**config.mk**
```make
export PLATFORM = sky130hd
export DESIGN_NAME = uart_tx_arbiter
export DESIGN_NICKNAME = d
export VERILOG_FILES = /design/src/rtl/uart_tx_arbiter.sv
export SDC_FILE = /design/constraint.sdc
export NUM_CORES = 1
export LEC_CHECK = 0
export ABC_AREA = 0
export CORE_MARGIN = 3
export CORE_UTILIZATION = 40
export DETAILED_ROUTE_END_ITERATION = 10
export HOLD_SLACK_MARGIN = 0.03
export PLACE_DENSITY_LB_ADDON = 0.05
export SYNTH_ARGS = -nofsm -noshare
export SYNTH_HDL_FRONTEND = slang
export SYNTH_SLANG_ARGS = --single-unit
```
**constraint.sdc**
```tcl
create_clock -name clk -period 3.8 [get_ports clk]
set_input_delay 0.57 -clock clk [delete_from_list [all_inputs] [get_ports clk]]
set_output_delay 0.57 -clock clk [all_outputs]
set_load 0.01 [all_outputs]
```
**src/rtl/uart_tx_arbiter.sv**
```systemverilog
`timescale 1ns/1ps
`default_nettype none
// ============================================================================
// Module   : uart_tx_arbiter
// Purpose  : Round-robin arbiter sharing one UART transmitter among NUM_REQ
//            byte sources. One byte is captured per grant. The captured byte
//            is held on uart_data for the whole frame, because the
//            transmitter has no data latch of its own.
// Ports    : clk, reset_n           - clock, asynchronous active-low reset
//            req[NUM_REQ]           - level requests, held until ack
//            req_data               - packed request bytes, byte i at
//                                     [i*DATA_WIDTH +: DATA_WIDTH]
//            req_lock[NUM_REQ]      - burst-hold hint (lock build only)
//            ack[NUM_REQ]           - one-cycle capture pulse
//            done[NUM_REQ]          - one-cycle frame-complete pulse
//            gnt_id                 - current / last granted requester
//            active                 - high from capture until done
//            uart_enable, uart_data - to UART enable / i_data
//            uart_busy              - from UART o_busy
// Options  : UART_TX_ARB_LOCK_EN - when defined, a grant captured with its
//            req_lock bit high gives that requester priority at the next
//            arbitration, provided its req is still high.
// Revision : 1.0 - initial release
// ============================================================================
module uart_tx_arbiter #(
    parameter int NUM_REQ    = 4,
    parameter int DATA_WIDTH = 8,
    parameter int ID_WIDTH   = $clog2(NUM_REQ)
) (
    input  logic                          clk,
    input  logic                          reset_n,
    input  logic [NUM_REQ-1:0]            req,
    input  logic [NUM_REQ*DATA_WIDTH-1:0] req_data,
    input  logic [NUM_REQ-1:0]            req_lock,
    output logic [NUM_REQ-1:0]            ack,
    output logic [NUM_REQ-1:0]            done,
    output logic [ID_WIDTH-1:0]           gnt_id,
    output logic                          active,
    output logic                          uart_enable,
    output logic [DATA_WIDTH-1:0]         uart_data,
    input  logic                          uart_busy
);

    typedef enum logic [1:0] {
        ST_IDLE      = 2'd0,
        ST_LAUNCH    = 2'd1,
        ST_WAIT_DONE = 2'd2
    } state_t;

    // Previous winner starts at the top index so requester 0 wins first.
    localparam logic [ID_WIDTH-1:0] c_LAST_INIT = ID_WIDTH'(NUM_REQ - 1);
    localparam logic [NUM_REQ-1:0]  c_ONE_HOT0  = {{(NUM_REQ-1){1'b0}}, 1'b1};

    state_t                r_state;
    state_t                w_nxt_state;
    logic [ID_WIDTH-1:0]   r_last;
    logic [ID_WIDTH-1:0]   w_nxt_last;
    logic [ID_WIDTH-1:0]   r_gnt_id;
    logic [ID_WIDTH-1:0]   w_nxt_gnt_id;
    logic [DATA_WIDTH-1:0] r_data;
    logic [DATA_WIDTH-1:0] w_nxt_data;
    logic [NUM_REQ-1:0]    r_ack;
    logic [NUM_REQ-1:0]    w_nxt_ack;
    logic [NUM_REQ-1:0]    r_done;
    logic [NUM_REQ-1:0]    w_nxt_done;
    logic                  r_active;
    logic                  w_nxt_active;
    logic                  r_enable;
    logic                  w_nxt_enable;

    logic [ID_WIDTH-1:0]   w_rr_id;
    logic [ID_WIDTH-1:0]   w_winner;
    logic [DATA_WIDTH-1:0] w_req_bytes [NUM_REQ];

    // Unpack the flat request bus into one byte per requester.
    for (genvar gi = 0; gi < NUM_REQ; gi++) begin : g_unpack
        assign w_req_bytes[gi] = req_data[gi*DATA_WIDTH +: DATA_WIDTH];
    end

    // Round-robin search: first set req bit from r_last+1 upward, wrapping.
    always_comb begin
        logic w_found;
        int   w_idx;
        w_found = 1'b0;
        w_rr_id = '0;
        w_idx   = 0;
        for (int k = 1; k <= NUM_REQ; k++) begin
            w_idx = int'(r_last) + k;
            if (w_idx >= NUM_REQ) begin
                w_idx = w_idx - NUM_REQ;
            end
            if (!w_found && req[ID_WIDTH'(w_idx)]) begin
                w_found = 1'b1;
                w_rr_id = ID_WIDTH'(w_idx);
            end
        end
    end

`ifdef UART_TX_ARB_LOCK_EN
    logic r_lock;
    logic w_nxt_lock;

    // A locked requester keeps the transmitter only while it still requests;
    // otherwise rotation resumes from r_last, which equals r_gnt_id here.
    assign w_winner = (r_lock && req[r_gnt_id]) ? r_gnt_id : w_rr_id;
`else
    logic w_unused_lock;

    assign w_unused_lock = ^req_lock;
    assign w_winner      = w_rr_id;
`endif

    always_comb begin
        w_nxt_state  = r_state;
        w_nxt_last   = r_last;
        w_nxt_gnt_id = r_gnt_id;
        w_nxt_data   = r_data;
        w_nxt_ack    = '0;
        w_nxt_done   = '0;
        w_nxt_active = r_active;
        w_nxt_enable = r_enable;
`ifdef UART_TX_ARB_LOCK_EN
        w_nxt_lock   = r_lock;
`endif
        case (r_state)
            ST_IDLE: begin
                if ((|req) && !uart_busy) begin
                    w_nxt_state  = ST_LAUNCH;
                    w_nxt_data   = w_req_bytes[w_winner];
                    w_nxt_gnt_id = w_winner;
                    w_nxt_last   = w_winner;
                    w_nxt_ack    = c_ONE_HOT0 << w_winner;
                    w_nxt_active = 1'b1;
                    w_nxt_enable = 1'b1;
`ifdef UART_TX_ARB_LOCK_EN
                    w_nxt_lock   = req_lock[w_winner];
`endif
                end
            end
            ST_LAUNCH: begin
                // The transmitter starts on its own baud tick, so this wait
                // has no bound; busy high means the byte is being sent.
                if (uart_busy) begin
                    w_nxt_enable = 1'b0;
                    w_nxt_state  = ST_WAIT_DONE;
                end
            end
            ST_WAIT_DONE: begin
                if (!uart_busy) begin
                    w_nxt_done   = c_ONE_HOT0 << r_gnt_id;
                    w_nxt_active = 1'b0;
                    w_nxt_state  = ST_IDLE;
                end
            end
            default: begin
                w_nxt_state = ST_IDLE;
            end
        endcase
    end

    always_ff @(posedge clk or negedge reset_n) begin
        if (!reset_n) begin
            r_state  <= ST_IDLE;
            r_last   <= c_LAST_INIT;
            r_gnt_id <= '0;
            r_data   <= '0;
            r_ack    <= '0;
            r_done   <= '0;
            r_active <= 1'b0;
            r_enable <= 1'b0;
        end else begin
            r_state  <= w_nxt_state;
            r_last   <= w_nxt_last;
            r_gnt_id <= w_nxt_gnt_id;
            r_data   <= w_nxt_data;
            r_ack    <= w_nxt_ack;
            r_done   <= w_nxt_done;
            r_active <= w_nxt_active;
            r_enable <= w_nxt_enable;
        end
    end

`ifdef UART_TX_ARB_LOCK_EN
    always_ff @(posedge clk or negedge reset_n) begin
        if (!reset_n) begin
            r_lock <= 1'b0;
        end else begin
            r_lock <= w_nxt_lock;
        end
    end
`endif

    assign ack         = r_ack;
    assign done        = r_done;
    assign gnt_id      = r_gnt_id;
    assign active      = r_active;
    assign uart_enable = r_enable;
    assign uart_data   = r_data;

endmodule
`default_nettype wire
```
# Word-level counts from Yosys, hierarchy flattened
# Cells that the tools add are included.
# totals
output_inout_bits	20
ff_bits	24
elab_cells	88
input_bits	43
# classes
shift	2
n_eq_ne	5
n_mux	39
n_lt_le_gt_ge	9
addsub	8
bitwise	1
n_reduce_logical	16
# op_table
cell	count
$mux W2	11
$bmux W8 S2	1
$lt A2 B4 Y1 const B	4
$mux W4	4
$mux W8	2
$mux W1	14
$ge A3 B3 Y1 const B	4
$reduce_and A3 Y1	3
$bmux W1 S2	4
$shl A1 B2 Y4 const A	2
$sub A2 B1 Y2 const B	4
$add A2 B2 Y3 const B	2
$ne A2 B2 Y1 const B	3
$pmux W2 S3	1
$add A2 B3 Y4 const B	1
$ge A4 B3 Y1 const B	1
$logic_and A1 B1 Y1	4
$logic_not A1 Y1	4
$pmux W1 S2	2
$reduce_bool A2 Y1	2
$reduce_or A4 Y1	1
$add A2 B1 Y3 const B	1
$not A2 Y3	1
$eq A2 B1 Y1 const B	1
other kinds (3)	3

# Longest topological paths before layout
# Gate-level depths: netlist (run 1).
# logic_depth
ltp_word	20
ltp_mapped	6
mapped_depth_nobuf	5

# Worst setup path before layout (run 1)
# Ideal clock, no wire load.
# synth_path
path_type	input-to-reg
from	input uart_busy
to	register r_data[1], in the netlist uart_data[1]
setup_time_ns	0.138
path_stages	5
path_slack_ns	1.829
path_buffers	1
required_ns	3.662
t_arrival_ns	1.833
cell_sequence	nor4_4 or4b_4 buf_6 a211oi_2 a211oi_1
# synth_via
elab_chain_cells	3
# synth_lines
item	line_no	source
start, declared	41	input logic uart_busy
$logic_not A1 Y1	-	
$logic_and A1 B1 Y1	127	if ((|req) && !uart_busy) begin
$reduce_and A2 Y1 (no line)	-	
end signal, assigned	175	r_data <= w_nxt_data;
end, declared	60	logic [DATA_WIDTH-1:0] r_data;
# Every way passes these cells.
# A chain may end at the register's enable or synchronous reset.

# Worst setup path in the final report (run 1)
# layout_path
from	input req[0]
to	register r_data[5], in the netlist uart_data[5]
# layout_via
elab_chain_cells	17
word_cells_on_any_way	32
classes_between	22 x mux; 1 x bitwise; 9 x reduce/logical
# layout_lines
item	line_no	source
start, declared	32	input logic [NUM_REQ-1:0] req,
$bmux W1 S2	92	if (!w_found && req[ID_WIDTH'(w_idx)]) begin
$mux W1 (not written as such) (2 in a row)	92	
$mux W1	92	
$logic_not A1 Y1	92	
$logic_and A1 B1 Y1	92	
$mux W1	92	
$logic_not A1 Y1	92	
$logic_and A1 B1 Y1	92	
$mux W1	92	
$logic_not A1 Y1	92	
$logic_and A1 B1 Y1	92	
$mux W2	92	
$not A2 Y3 (not written as such)	129	w_nxt_data = w_req_bytes[w_winner];
$bmux W8 S2	129	
$mux W8 (not written as such) (2 in a row)	129	
# Parallel ways exist; a longest one is shown, timed or not. The select of a mux whose other input is x is not followed.

==> out/results.ini, run 1 <==
[timing]
slew_viol_final = 0
fin_crit_sh_pct = 73.9
setup_viol = 0
rsz0062_at_grt = false
worstMarginPinSlew_ps = 1160
fin_setup_tns_ps = 0
hold_viol = 0
fin_worst_skew_ps = 2.09
finalCriticalPeriod_ps = 2810
slew_headroom_pct = 22.2
fmaxAchievable_mhz = 356

[clocking]
clock_sinks = 24
path_clk_slew_ps = 130
ctsResizeCount = 0
clkLatencyLatePin_ps = 320
cts_buffer_depth = 2
cts_buffers = 3
cts_setup_buffers = 0
cts-root-buf = clkbuf_4
cts_max_level = 1
cts-hold-fix-buffers = 0
cts_tree = done

[routing]
wl_per_cell_um = 15.1
dr.pass1.iters = 4
routed-wl-met2_mm = 1.67
wl_met3_um = 180
dr.max_layer_used = met4
drc_errors = 0
met1Wirelength_mm = 1.20
drt_wl_total_mm = 3.09
vias_per_cell = 5.44
antenna_left = 0
drtIter0Drc = 30
vias = 1116

[placed_design]
port_buffers = 58
hpwl_mm = 2.41
gp_congestion = 0.715

[synthesis]
syn_inst = 116
syn_area_um2 = 1240
synth-seq-cells = 24
synth_cell_types = 31
synth_top_cell_by_area = dfrtp_1
synth_nets = 159
synth_top_area_share_pct = 44.4
syn_avg_cell_area_um2 = 10.7
yosys_warnings = 0
ys_top_cells_by_area = dfrtp_1 44%, mux2i_1 7.3%, a211oi_1 6.7%
yosysSeqAreaShare_pct = 48.6

[min_path]
hold_path_class = flip-flop to flip-flop

[global_route]
antenna_found_initial = 0
grt_pass1_wl_mm = 4.92
grt-ovfl-total = 0
grt_pass1_vias = 1086
track_usage_pct = 18.1
grt_max_degree = 25

[die]
die_h_um = 61.7
die_area_um2 = 3800
io_pins = 63
start_util_pct = 43.5
rows = 19
core_area_um2 = 2850
die_w_um = 61.7

[power_and_ir_drop]
total_leakage_power_nw = 0.760
ir_drop_uv = 234
powerDensity_nw_per_um2 = 554

[cells_and_area]
nets = 218
final_core_util_pct = 66.2
antenna_cells = 0
area_growth_pct = 52.3
final_cell_mix = 58 x clkdlybuf4s50_1, 22 x dfrtp_1, 15 x nor2_1, 11 x a211oi_1, 9 x mux2i_1
final_common_cell = clkdlybuf4s50_1
drive_gt1_share_pct = 10.9

[worst_setup_path]
critPathLaunchType = input port
critical_path_class = input port to flip-flop
worstPathArrival_ps = 3050
cp-end-kind = flip-flop
required_ps = 4040
cp_max_fo = 12

[flow_run]
max_cap_violations = 0

[run_status]
status = finished clean

==> per-stage QoR <==
step | setup slack, ps | instance area, um2 | hold WS [ps] | power [mW] | cells
5_1_grt | 756 | 1890 | 546 | 1.12 | 205
4_1_cts | 969 | 1890 | 517 | 1.05 | 205
3_5_place_dp | 626 | 1840 | 487 | 0.873 | 201
6_report | 992 | 1890 | 507 | 1.05 | 205
3_3_place_gp | 759 | 1840 | 468 | 0.849 | 201
2_1_floorplan | 1830 | 1240 | 274 | 0.644 | 116
==> report_power, final <==
part           internal (mW)  leakage [nW]  total [mW]  switching (mW)
combinational          0.243         0.443       0.466           0.223
clock                  0.107        0.0279       0.185          0.0784
sequential             0.339         0.288       0.396          0.0566
total                  0.688         0.760        1.05           0.358
==> synth_stat cells, drive strengths merged <==
cell,count
a211oi,17
a21bo,1
a21oi,5
and2,1
and3,2
buf,4
clkbuf,1
dfrtp,22
dfstp,2
inv,5
mux2i,9
nand2,1
nand2b,3
nand3,1
nor2,15
nor3,6
nor3b,8
nor4,2
o21a,1
o21ai,5
o22ai,1
or2,1
or3,1
or4b,1
xnor2,1
==> logic make-up (layout without fill, tap and decap cells) <==
logic type / Yosys count / in the layout / synth area share (%)
and+or+nand+nor: 42 / 42 / 20.4
AOI/OAI and AO/OA: 30 / 30 / 19.0
DFF: 24 / 24 / 48.6
buffers and inverters: 10 / 68 / 4.04
muxes: 9 / 9 / 7.27
xor gates and xnor gates: 1 / 1 / 0.706
==> sequential cells by signal (all words and copies together) (netlist names) <==
name / count
uart_data: 8
ack: 4
done: 4
gnt_id: 2
r_last: 2
r_state: 2
active: 1
uart_enable: 1
==> layer usage <==
metal | track usage (%) | vias to the layer above
met5 | 0 | -
met4 | 6.36 | 0
met3 | 3.14 | 5
met2 | 34.7 | 39
met1 | 19.5 | 533
li1 | - | 539
==> final timing paths <==
kind / start / end / slack [ps] / depth (start not counted)
max: req[0] / uart_data[5] / 990 / 6
max in group asynchronous: reset_n / uart_data[2] / 2390 / 1
min in group asynchronous: reset_n / ack[3] / 800 / 1
max reg2reg: r_last[1] / uart_data[5] / 1190 / 5
min: active / active / 510 / 1
min reg2reg: active / active / 510 / 1
==> critical path, cell delays in order <==
cell and delay [ps]:
clkdlybuf4s50_1 550, nand2b_1 170, o22ai_1 280, nor2_1 980
mux2i_1 210, a211oi_1 280
==> layout make-up <==
cell class	instances	area [um2]
well taps	31	38.8
clock buffers	3	22.5
repair buffers	59	588
clock inverters	1	30.0
flip-flops and latches	24	603
fillers	244	965
inverters	5	18.8
multi-input cells	82	587
Note: power is estimated with default switching activity, not from simulation.
==> run 2: changes to the inputs <==
CORE_UTILIZATION = 35   (was 40)
clock period = 2.27 ns   (was 3.8 ns; I/O delays follow)
==> run 2 against run 1 <==
First-iteration DRC count rose by 57%. Clock power barely moved. Clock-buffer cell count did not move. Clock skew rose by 5.1 ps. Global-route usage fell by 1.5 points. Core utilization fell by 5.3 points. Sequential share of layout area fell by 1.0 points. Worst setup slack got worse by 790 ps. Via count rose by 4.0%. Critical path type unchanged. Critical endpoint is now uart_data[6]. Largest cell class is now buffers. Largest power group unchanged.
==> out/results.ini, run 2 (same netlist as run 1, synthesis figures left out) <==
[routing]
antenna_left = 0  ; unchanged
drtIter0Drc = 47  ; +57%
dr.pass1.iters = 4  ; unchanged
vias_per_cell = 5.14  ; -5.6%
drc_errors = 0  ; unchanged
vias = 1161  ; +4.0%
wl_per_cell_um = 14.6  ; -3.3%
drt_wl_total_mm = 3.29  ; +6.6%

[placed_design]
hpwl_mm = 2.54  ; +5.2%
dpl_cell_area_um2 = 1920  ; +4.6%
dp_cells = 223  ; +11%
gp_congestion = 0.779  ; +9.1%
port_buffers = 58  ; unchanged
dp_slack_ps = -376  ; -1000 ps

[worst_setup_path]
critical_path_class = input port to flip-flop
worstPathArrival_ps = 2260  ; -790 ps
r2r_cells = 5  ; unchanged
cp_max_fo = 12  ; unchanged
required_ps = 2460  ; -1580 ps
cp-end-kind = flip-flop
critPathLaunchType = input port

[timing]
finalCriticalPeriod_ps = 2070
fin_crit_sh_pct = 91.3
hold_ws_ps = 371  ; -136 ps
worstMarginPinSlew_ps = 735  ; -428 ps
setup_viol = 0  ; unchanged
fin_worst_skew_ps = 7.18  ; +5.08 ps
hold_viol = 0  ; unchanged
rsz0062_at_grt = false
slew_headroom_pct = 51.0  ; +29 points
slew_viol_final = 0  ; unchanged
fin_setup_tns_ps = 0  ; unchanged
fmaxAchievable_mhz = 483
fin_ws_ps = 199  ; -793 ps

[die]
io_pins = 63  ; unchanged
rows = 20  ; +1
core_area_um2 = 3200  ; +12%
die_h_um = 65.5  ; +6.2%
start_util_pct = 38.7  ; -4.8 points
die_area_um2 = 4290  ; +13%
die_w_um = 65.5  ; +6.2%

[power_and_ir_drop]
power_frac_seq_pct = 40.3  ; +2.5 points
p_sw_mw = 0.596  ; +66%
combPwrFrac_pct = 48.5  ; +4.0 points
cell_internal_pwr_mw = 1.05  ; +53%
ir_drop_uv = 327  ; +39%
p_sw_share_pct = 36.1  ; +1.9 points
p_total_mw = 1.65  ; +58%
p_clk_share_pct = 11.2  ; -6.5 points
powerDensity_nw_per_um2 = 847  ; +53%
total_leakage_power_nw = 0.792  ; +4.2%

[cells_and_area]
nets = 227  ; +4.1%
fin_cells = 226  ; +10%
largest_reg_flops = 8  ; unchanged
final_area_um2 = 1950  ; +3.2%
final_common_cell = clkdlybuf4s50_1
fillCellCount = 310  ; +27%
area_growth_pct = 57.2
final_cell_mix = 58 x clkdlybuf4s50_1, 22 x dfrtp_1, 14 x nor2_1, 10 x a211oi_1, 10 x buf_4
drive_gt1_share_pct = 15.9  ; +5.0 points
final_core_util_pct = 60.9  ; -5.3 points
antenna_cells = 0  ; unchanged

[global_route]
grt-ovfl-total = 0  ; unchanged
grt_max_degree = 25  ; unchanged
antenna_found_initial = 0  ; unchanged
grt_pass1_wl_mm = 5.46  ; +11%
track_usage_pct = 16.6  ; -1.5 points
grt_pass1_vias = 1200  ; +10%

[clocking]
cts_setup_buffers = 0  ; unchanged
clock_sinks = 24  ; unchanged
cts-hold-fix-buffers = 0  ; unchanged
cts_max_level = 1  ; unchanged
cts_buffer_depth = 2  ; unchanged
ctsResizeCount = 1  ; +1
cts_tree = done
cts_buffers = 3  ; unchanged
path_clk_slew_ps = 130  ; about the same
clkLatencyLatePin_ps = 310  ; about the same
cts-root-buf = clkbuf_4

[flow_run]
max_cap_violations = 0  ; unchanged

[min_path]
hold_path_class = input port to asynchronous set/reset pin

[run_status]
status = finished clean

run 2: cell count changes in the layout (fill, tap and decap cells not counted):
cell / before / now
buf_4: 1 / 10
a211oi_1: 11 / 10
a211oi_2: 6 / 7
bufinv_16: 1 / 0
nor2_1: 15 / 14
nor2_2: 0 / 1
run 2: layout make-up:
cell class / count / area, um2 / share of cell area, %
Multi-Input combinational cell: 82 / 594 / 30.5
Inverter: 5 / 18.8 / 0.963
Sequential cell: 24 / 603 / 30.9
Tap cell: 44 / 55.1 / 2.82
Timing Repair Buffer: 68 / 656 / 33.6
Clock buffer: 3 / 22.5 / 1.16
run 2: power by group through the flow:
stage	combinational, mW	clock, mW	sequential [mW]
CTS	0.804	0.192	0.669
global route	0.881	0.207	0.687
global placement	0.787	0	0.667
detailed placement	0.800	0	0.677
finish	0.801	0.185	0.666
floorplan	0.368	0	0.710
run 2: worst paths after layout:
check                                to  startpoint  slack [ps]
setup / recovery           uart_data[6]      req[1]         200
hold / removal                   ack[1]     reset_n         370
setup reg to reg           uart_data[3]   r_last[1]         260
hold reg to reg                 done[1]   gnt_id[1]         500
max in group asynchronous     r_last[0]     reset_n        1610
min in group clk                done[1]   gnt_id[1]         500
run 2: metal layers:
layer  wire [um]  vias up  GRT usage [%]
met5           0        -              0
met2        1830       44           31.4
li1            -      553              -
met1        1270      562           18.3
met4          19        0           4.66
met3         178        2           3.59
run 2: worst max-delay path, stage by stage:
cell,delay [ps]
clkdlybuf4s50_1,490
buf_4,170
o21ai_0,150
a21oi_1,110
or4b_4,650
a211oi_1,280
a211oi_1,80
